[config.mk]
export PLATFORM = sky130hd
export DESIGN_NAME = shift_reg_param_piso_serializer
export DESIGN_NICKNAME = d
export VERILOG_FILES = /design/src/rtl/shift_reg_param_piso_serializer.sv
export SDC_FILE = /design/constraint.sdc
export NUM_CORES = 1
export LEC_CHECK = 0
export ABC_CLOCK_PERIOD_IN_PS = 2000
export CORE_MARGIN = 8
export CORE_UTILIZATION = 45
export CTS_CLUSTER_DIAMETER = 80
export DETAILED_ROUTE_END_ITERATION = 7
export PLACE_DENSITY = 0.86
export SKIP_CTS_REPAIR_TIMING = 1
export SLEW_MARGIN = 25
export SYNTH_ARGS = -nofsm -noshare
export SYNTH_HDL_FRONTEND = slang
export SYNTH_SLANG_ARGS = --single-unit
export TNS_END_PERCENT = 30
[constraint.sdc]
create_clock -name C -period 2 [get_ports C]
set_input_delay 0.4 -clock C [delete_from_list [all_inputs] [get_ports C]]
set_output_delay 0.4 -clock C [all_outputs]
set_load 0.02 [all_outputs]
[src/rtl/shift_reg_param_piso_serializer.sv]
// PISO shift register with a valid/ready word load and per-bit valid/last
// flags; a load on the last bit of a word streams the next word gap-free.
module shift_reg_param_piso_serializer #(
  parameter int WIDTH     = 8,
  parameter bit MSB_FIRST = 1'b1
) (
  input  logic             C,
  input  logic             R,
  input  logic             CE,
  input  logic             LOAD_VALID,
  output logic             LOAD_READY,
  input  logic [WIDTH-1:0] D,
  input  logic             SI,
  output logic             SO,
  output logic             SO_VALID,
  output logic             SO_LAST,
  output logic             BUSY
);

  localparam int CW = $clog2(WIDTH);

  typedef enum logic {
    IDLE,
    SHIFT
  } state_t;

  state_t           state;
  logic [WIDTH-1:0] sreg;
  logic [WIDTH-1:0] shifted;
  logic [CW-1:0]    cnt;
  logic             last;
  logic             accept;

  assign last = (cnt == '0);

  assign LOAD_READY = (state == IDLE)
                    | ((state == SHIFT) & CE & last);
  assign accept = LOAD_VALID & LOAD_READY;

  // SI enters at the end opposite to SO
  assign shifted = MSB_FIRST ? {sreg[WIDTH-2:0], SI}
                             : {SI, sreg[WIDTH-1:1]};

  assign SO       = MSB_FIRST ? sreg[WIDTH-1] : sreg[0];
  assign BUSY     = (state == SHIFT);
  assign SO_VALID = BUSY;
  assign SO_LAST  = BUSY & last;

  always_ff @(posedge C) begin
    if (R) begin
      state <= IDLE;
      sreg  <= '0;
      cnt   <= '0;
    end else if (accept) begin
      state <= SHIFT;
      sreg  <= D;
      cnt   <= CW'(WIDTH - 1);
    end else if ((state == SHIFT) && CE) begin
      sreg <= shifted;
      if (last) begin
        state <= IDLE;
      end else begin
        cnt <= cnt - CW'(1);
      end
    end
  end

endmodule

# Word level (Yosys, flattened, before mapping)
# Cells that the tools add are included.
# totals
register_bits	12
output_inout_bits	5
elab_cells	25
# op_classes
n_addsub	1
n_eq_ne	1
n_mux	8
bitwise	6
n_reduce_logical	6
# op_table
op	count
$mux 8	2
$mux 3	3
$and 1x1->1	4
$reduce_and 2->1	2
$reduce_bool 2->1	2
$logic_not 3->1	1
$mux 1	3
$sub 3x1->3 const B	1
$ne 2x1->1 const B	1
$logic_and 1x1->1	1
$not 1->1	1
$or 1x1->1	1

# Depth between registers and ports, before layout
# Gate-level depths: netlist of run 1.
# depth
ltp_word	6
mapped_depth	6
depth_no_buf	6

# Worst setup path before layout of run 1
# Ideal clock, no wire load.
# synth_timing
kind	flip-flop to output port
from	register cnt[0]
to	output SO_LAST
arrival_ns	1.194
required_time_ns	1.600
slack_ns	0.406
path_stages_with_launch	5
n_path_buf	0
path_cell_list	dfxtp_1 inv_1 ha_1 or2b_2 nor2_1
# synth_via
elab_chain_len	2
# synth_rtl
element	line_no	source
from (decl)	30	logic [CW-1:0] cnt;
from (signal assigned)	57	cnt <= CW'(WIDTH - 1);
from (signal assigned)	63	cnt <= cnt - CW'(1);
$logic_not 3->1	34	assign last = (cnt == '0);
$and 1x1->1	47	assign SO_LAST = BUSY & last;
to (decl)	16	output logic SO_LAST,
# No other way between the ends.

# Worst setup path after layout of run 1
# layout_timing
from	register state, in the netlist BUSY
to	output BUSY
# layout_rtl
element	line_no	source
from (decl)	27	state_t state;
from (signal assigned)	51	state <= IDLE;
from (signal assigned)	55	state <= SHIFT;
from (signal assigned)	61	state <= IDLE;
to (decl)	17	output logic BUSY
# No word-level cell between the ends.

==> impl_metrics.yaml, run 1 <==
outcome:
  status: "finished clean"
pwr:
  p_seq_share_pct: 45.0
  vdd_drop_max_mv: 0.4333
  power_density_mw_per_mm2: 671.2
  power.share.combinational_pct: 30.0
  internal_power_uw: 424.0
  swShare_pct: 31.30
  p_leak_nw: 0.4142
  switching_power_uw: 193.2
  p_clk_share_pct: 25.0
run:
  cap_violations: 0
synth:
  ys_seq_elements: 12
  synth_nets: 104
  synth_top_family_by_area: "compound AO/OA/AOI/OAI gates"
  yosys.area_share.simple_pct: 19.21
  synth-seq-area-share_pct: 34.47
  synth_mux_area_share_pct: 7.181
  synth_area_per_cell_sq_um: 7.831
  synthAdderAreaFrac_pct: 3.591
  synth-compound-area-share_pct: 27.65
  synth_cell_types: 26
  yosys_warnings: 0
  synth-xor-area-share_pct: 0
  postSynthCellCount: 89
  synth_area_sq_um: 696.9
drt:
  vias_per_cell: 5.912
  wl_per_cell_um: 14.26
  wl_um: 1783
  dr.first_iter.drc_count: 42
  drc: 0
  ant_nets: 0
  dr.pass1.iters: 4
  vias: 739
worst_setup_path:
  crit_end: "BUSY"
  crit_path_start: "BUSY"
  crit_path_end_kind: "primary output"
  reg2reg_to: "sreg[0]"
  reg2reg_depth: 7
  cp.arrival_ns: 1.44
  cp_num_buf_inv: 2
  cp_max_fo: 18
  required_ns: 1.60
  crit_slowest_cell: "clkdlybuf4s50_1"
  worstSetupPathType: "reg2out"
  crit_path_start_kind: "flop"
  critPathTopFamily: "buffers and inverters"
  rrSetupSlack_ns: 0.42
  crit_chain: "buf_4 -> clkdlybuf4s50_1"
  r2r-start: "cnt[0]"
  max_stage_delay_ns: 0.63
  path_depth: 2
floorplanning:
  core_sq_mm: 0.001471
  die_h_um: 55.36
  rows: 14
  start_util_pct: 47.36
  ioPinCount: 18
  die_x_um: 55.36
  design.die.area_sq_mm: 0.003064
worst_hold_path:
  hold_path_class: "reg2reg"
  whs_path_depth: 2
sta:
  fin_ws_ns: 0.1552
  hold_violations: 0
  period_share_pct: 92.24
  drv_slew: 0
  fmax_mhz: 542.1
  maxSlewHeadroom_pct: 70.48
  setup_viol: 0
  fin_setup_tns_ns: 0
  rsz0062_at_grt: "no"
  fin_skew_ns: 0.007863
  worst_slew_pin_slew_ns: 0.4414
  min_period_ns: 1.845
place:
  dp_hpwl_um: 1292
  dpl_worst_slack_ns: -0.05117
  io_buffers: 17
  gp_congestion: 0.7695
clocking:
  cts_tree: "done"
  clk_pin_slew_worst_paths_ns: 0.08
  htreeDepth: 1
  clock_path_buffers: 2
  cts-root-buf: "clkbuf_4"
  cts_sinks: 12
  clk-insertion-delay-late_ns: 0.28
  cts_buffers: 3
finish:
  num-nets-final: 126
  syn2layout_area_growth_pct: 31.96
  final_cell_mix: "clkdlybuf4s50_1 (15), nor2_1 (14), o21ai_0 (14)"
  fillers: 132
  num_antenna_cells: 0
  drive_gt1_share_pct: 11.93
  final_common_cell: "clkdlybuf4s50_1"
grt:
  grtUsageTotal_pct: 12.18
  antenna_found_initial: 0
  grt_pass1_vias: 730
  grt_pass1_wl_um: 3180
  grt_max_degree: 19
  overflow: 0
[synthesized netlist by cell type]
cell type | count | area (sq um)
mux2i_1 | 5 | 50.05
o21ai_0 | 14 | 70.07
and2_1 | 1 | 6.260
nor3_1 | 2 | 10.01
a31oi_1 | 3 | 18.77
ha_1 | 2 | 25.02
or2b_2 | 1 | 8.760
o21ai_1 | 1 | 5.000
and3b_2 | 1 | 10.01
buf_2 | 2 | 10.01
a221oi_1 | 2 | 17.52
buf_4 | 2 | 15.01
nor2_1 | 14 | 52.55
o211a_1 | 3 | 30.03
a21oi_1 | 2 | 10.01
nand2_1 | 4 | 15.01
inv_1 | 6 | 22.52
a21o_1 | 1 | 7.510
nor4_1 | 3 | 18.77
o21ai_2 | 1 | 8.760
dfxtp_1 | 12 | 240.2
nand3_1 | 1 | 5.000
o21a_1 | 1 | 7.510
nand3b_1 | 1 | 7.510
a311oi_1 | 2 | 17.52
clkbuf_1 | 2 | 7.510
[tightest hold or removal path, stage by stage, from the launching register on]
cell and delay (ns):
dfxtp_1 0.31, nor2_1 0.10, nor3_1 0.05
[logic make-up (layout without fill, tap and decap cells)]
group | after synthesis | in the layout
simple gates | 28 | 28
compound gates | 30 | 30
fa+ha+maj | 2 | 2
buf+inv | 12 | 32
mux | 5 | 5
flops | 12 | 12
[worst min path at each step]
| stage | startpoint | to | slack (ns) |
|---|---|---|---|
| 6_report | sreg[4] | sreg[5] | 0.49 |
| 3_3_place_gp | sreg[4] | sreg[5] | 0.49 |
| 5_1_grt | sreg[4] | sreg[5] | 0.52 |
| 3_5_place_dp | sreg[4] | sreg[5] | 0.49 |
| 4_1_cts | sreg[4] | sreg[5] | 0.49 |
| 2_1_floorplan | sreg[4] | sreg[5] | 0.47 |
[metrics by stage]
step                      power (mW)  std cells  instance area (sq um)  hold slack, ns  util [%]
after floorplan               0.3896         89                  696.9          0.4688         -
after global placement        0.4588        122                  899.6          0.4862     61.14
after detailed placement      0.4666        122                  899.6          0.4899     61.14
after CTS                     0.6193        125                  922.1          0.4936     62.67
after global routing          0.6545        125                  919.6          0.5166     62.50
final                         0.6172        125                  919.6          0.4862     62.50
[cell type report]
type	instances	area, sq um	area share [%]
multi-input combinational	65	401.6	43.67
sequential	12	240.2	26.12
timing repair buffer	23	212.7	23.13
clock buffer	3	22.52	2.449
inverter	6	22.52	2.449
tap	16	20.02	2.177
[state kept, by name, indices dropped and copies added, names as in the netlist]
register	count
BUSY	1
sreg	8
cnt	3
[power by group through the flow]
stage	combinational [mW]	clock [mW]	sequential, mW
3_5_place_dp	0.184	0	0.283
5_1_grt	0.204	0.169	0.281
2_1_floorplan	0.104	0	0.285
3_3_place_gp	0.177	0	0.282
6_report	0.185	0.154	0.277
4_1_cts	0.185	0.157	0.277
[metal layers]
metal / vias up / track usage [%] / part of all wire (%)
met2: 36 / 19.71 / 49
met4: 0 / 5.282 / 1.9
li1: 358 / - / -
met1: 341 / 13.59 / 41
met5: - / 0 / 0
met3: 4 / 5.023 / 7.2
Power figures use the tool's default switching activity.
==> run 2: changes to the inputs <==
--- a/config.mk
+++ b/config.mk
@@ -5,10 +5,9 @@
 export SDC_FILE = /design/constraint.sdc
 export NUM_CORES = 1
 export LEC_CHECK = 0
-export ABC_CLOCK_PERIOD_IN_PS = 2000
-export CORE_MARGIN = 8
 export CORE_UTILIZATION = 45
 export CTS_CLUSTER_DIAMETER = 80
+export CTS_CLUSTER_SIZE = 28
 export DETAILED_ROUTE_END_ITERATION = 7
 export PLACE_DENSITY = 0.86
 export SKIP_CTS_REPAIR_TIMING = 1
==> run 2 against run 1 <==
Clock skew fell by 0.0026 ns. Non-clock buffer count fell by 1. Critical path type unchanged. Cell count fell by 0.80%. Total power rose by 6.9%. Largest cell class unchanged. Largest power group unchanged.
==> impl_metrics.yaml, run 2 (same netlist as run 1, synthesis figures left out) <==
worst_setup_path:
  crit_chain: "inv_1 -> ha_1 -> or2b_2 -> nor2_1 -> dlymetal6s2s_1"
  r2r-start: "cnt[0]"
  cp.arrival_ns: 1.48
  worstSetupPathType: "reg2out"
  reg2reg_to: "sreg[7]"
  crit_path_start_kind: "flop"
  crit_path_end_kind: "primary output"
  cp_max_fo: 3
  required_ns: 1.60
  reg2reg_depth: 7
  crit_slowest_cell: "dfxtp_1"
  max_stage_delay_ns: 0.32
  rrSetupSlack_ns: 0.41
sta:
  fin_skew_ns: 0.005286
  setup_viol: 0
  drv_slew: 0
  rsz0062_at_grt: "no"
  fmax_mhz: 532.7
  period_share_pct: 93.87
  min_period_ns: 1.877
  worst_slew_pin_slew_ns: 0.4219
  maxSlewHeadroom_pct: 71.79
  fin_ws_ns: 0.1226
  hold_violations: 0
worst_hold_path:
  min_to: "sreg[0]"
  whs_path_depth: 2
  hold_path_class: "reg2reg"
  min-delay-start: "sreg[0]"
drt:
  drc: 0
  vias_per_cell: 5.734
  wl_um: 1549
  wl_per_cell_um: 12.49
  dr.pass1.iters: 4
  ant_nets: 0
  vias: 711
  dr.first_iter.drc_count: 15
finish:
  top_register: "sreg"
  largest_reg_flops: 8
  syn2layout_area_growth_pct: 33.75
  drive_gt1_share_pct: 11.01
  num-nets-final: 125
  num_antenna_cells: 0
  final_cell_mix: "clkdlybuf4s50_1 (15), nor2_1 (14), o21ai_0 (14)"
  final_common_cell: "clkdlybuf4s50_1"
pwr:
  power_density_mw_per_mm2: 707.5
  total_power_uw: 659.5
  vdd_drop_max_mv: 0.4905
  p_leak_nw: 0.4325
place:
  io_buffers: 17
  dp_hpwl_um: 1098
  gp_congestion: 0.8065
  dpl_worst_slack_ns: -0.04839
clocking:
  htreeDepth: 1
  cts_sinks: 12
  clk-insertion-delay-late_ns: 0.28
  cts_tree: "done"
  cts_buffers: 3
  clk_pin_slew_worst_paths_ns: 0.08
  clock_path_buffers: 2
  cts-root-buf: "clkbuf_4"
floorplanning:
  die_x_um: 41.36
  rows: 13
  die_h_um: 41.36
  start_util_pct: 51.01
  design.die.area_sq_mm: 0.001710
  ioPinCount: 18
  core_sq_mm: 0.001366
outcome:
  status: "finished clean"
grt:
  grt_pass1_vias: 601
  grt_pass1_wl_um: 2615
  overflow: 0
  grt_max_degree: 19
  antenna_found_initial: 0
  grtUsageTotal_pct: 23.69
run:
  cap_violations: 0
-- run 2: critical path, delay by kind of cell (launching register included) --
family / cells / cell delay, ns
adders and majority gates: 1 / 0.17
buffers and inverters: 2 / 0.32
and+or+nand+nor: 2 / 0.38
DFF: 1 / 0.32
-- run 2: layer usage --
| metal | up-vias | wire length (um) | global-route usage, % |
|---|---|---|---|
| li1 | 358 | - | - |
| met1 | 334 | 708 | 30.03 |
| met2 | 16 | 763 | 40.23 |
| met3 | 3 | 56 | 4.787 |
| met4 | 0 | 22 | 7.258 |
| met5 | - | 0 | 0 |
-- run 2: how the worst max path moves through the flow --
| stage | endpoint | from | slack (ns) | cells after the start |
|---|---|---|---|---|
| after floorplan | SO_LAST | cnt[0] | 0.41 | 4 |
| after global placement | LOAD_READY | CE | -0.03 | 4 |
| after detailed placement | LOAD_READY | CE | -0.05 | 4 |
| after CTS | SO_LAST | cnt[0] | -0.25 | 5 |
| after global routing | SO_LAST | cnt[0] | 0.004 | 5 |
| final | SO_LAST | cnt[0] | 0.12 | 5 |
-- run 2: layout make-up --
class / instances / area [sq um]
clock buffers: 4 / 36.28
fillers: 121 / 434.2
inverters: 6 / 22.52
multi-input cells: 65 / 401.6
flip-flops and latches: 12 / 240.2
well taps: 15 / 18.77
repair buffers: 22 / 212.7
-- run 2: metrics by stage --
step	instance area, sq um	hold slack (ns)	util, %	TNS, ns	std cells
after CTS	927.1	0.5020	67.86	-0.4085	124
final	932.1	0.5029	68.22	0	124
after floorplan	696.9	0.4688	-	0	89
after global placement	890.9	0.4861	65.20	-0.03006	120
after detailed placement	890.9	0.4902	65.20	-0.04839	120
after global routing	932.1	0.5209	68.22	0	124
-- run 2: report_power, final --
group	internal (mW)	total [mW]	switching, mW
Sequential	0.262	0.277	0.0151
Clock	0.111	0.204	0.0929
Combinational	0.0898	0.179	0.0888
Total	0.463	0.660	0.197
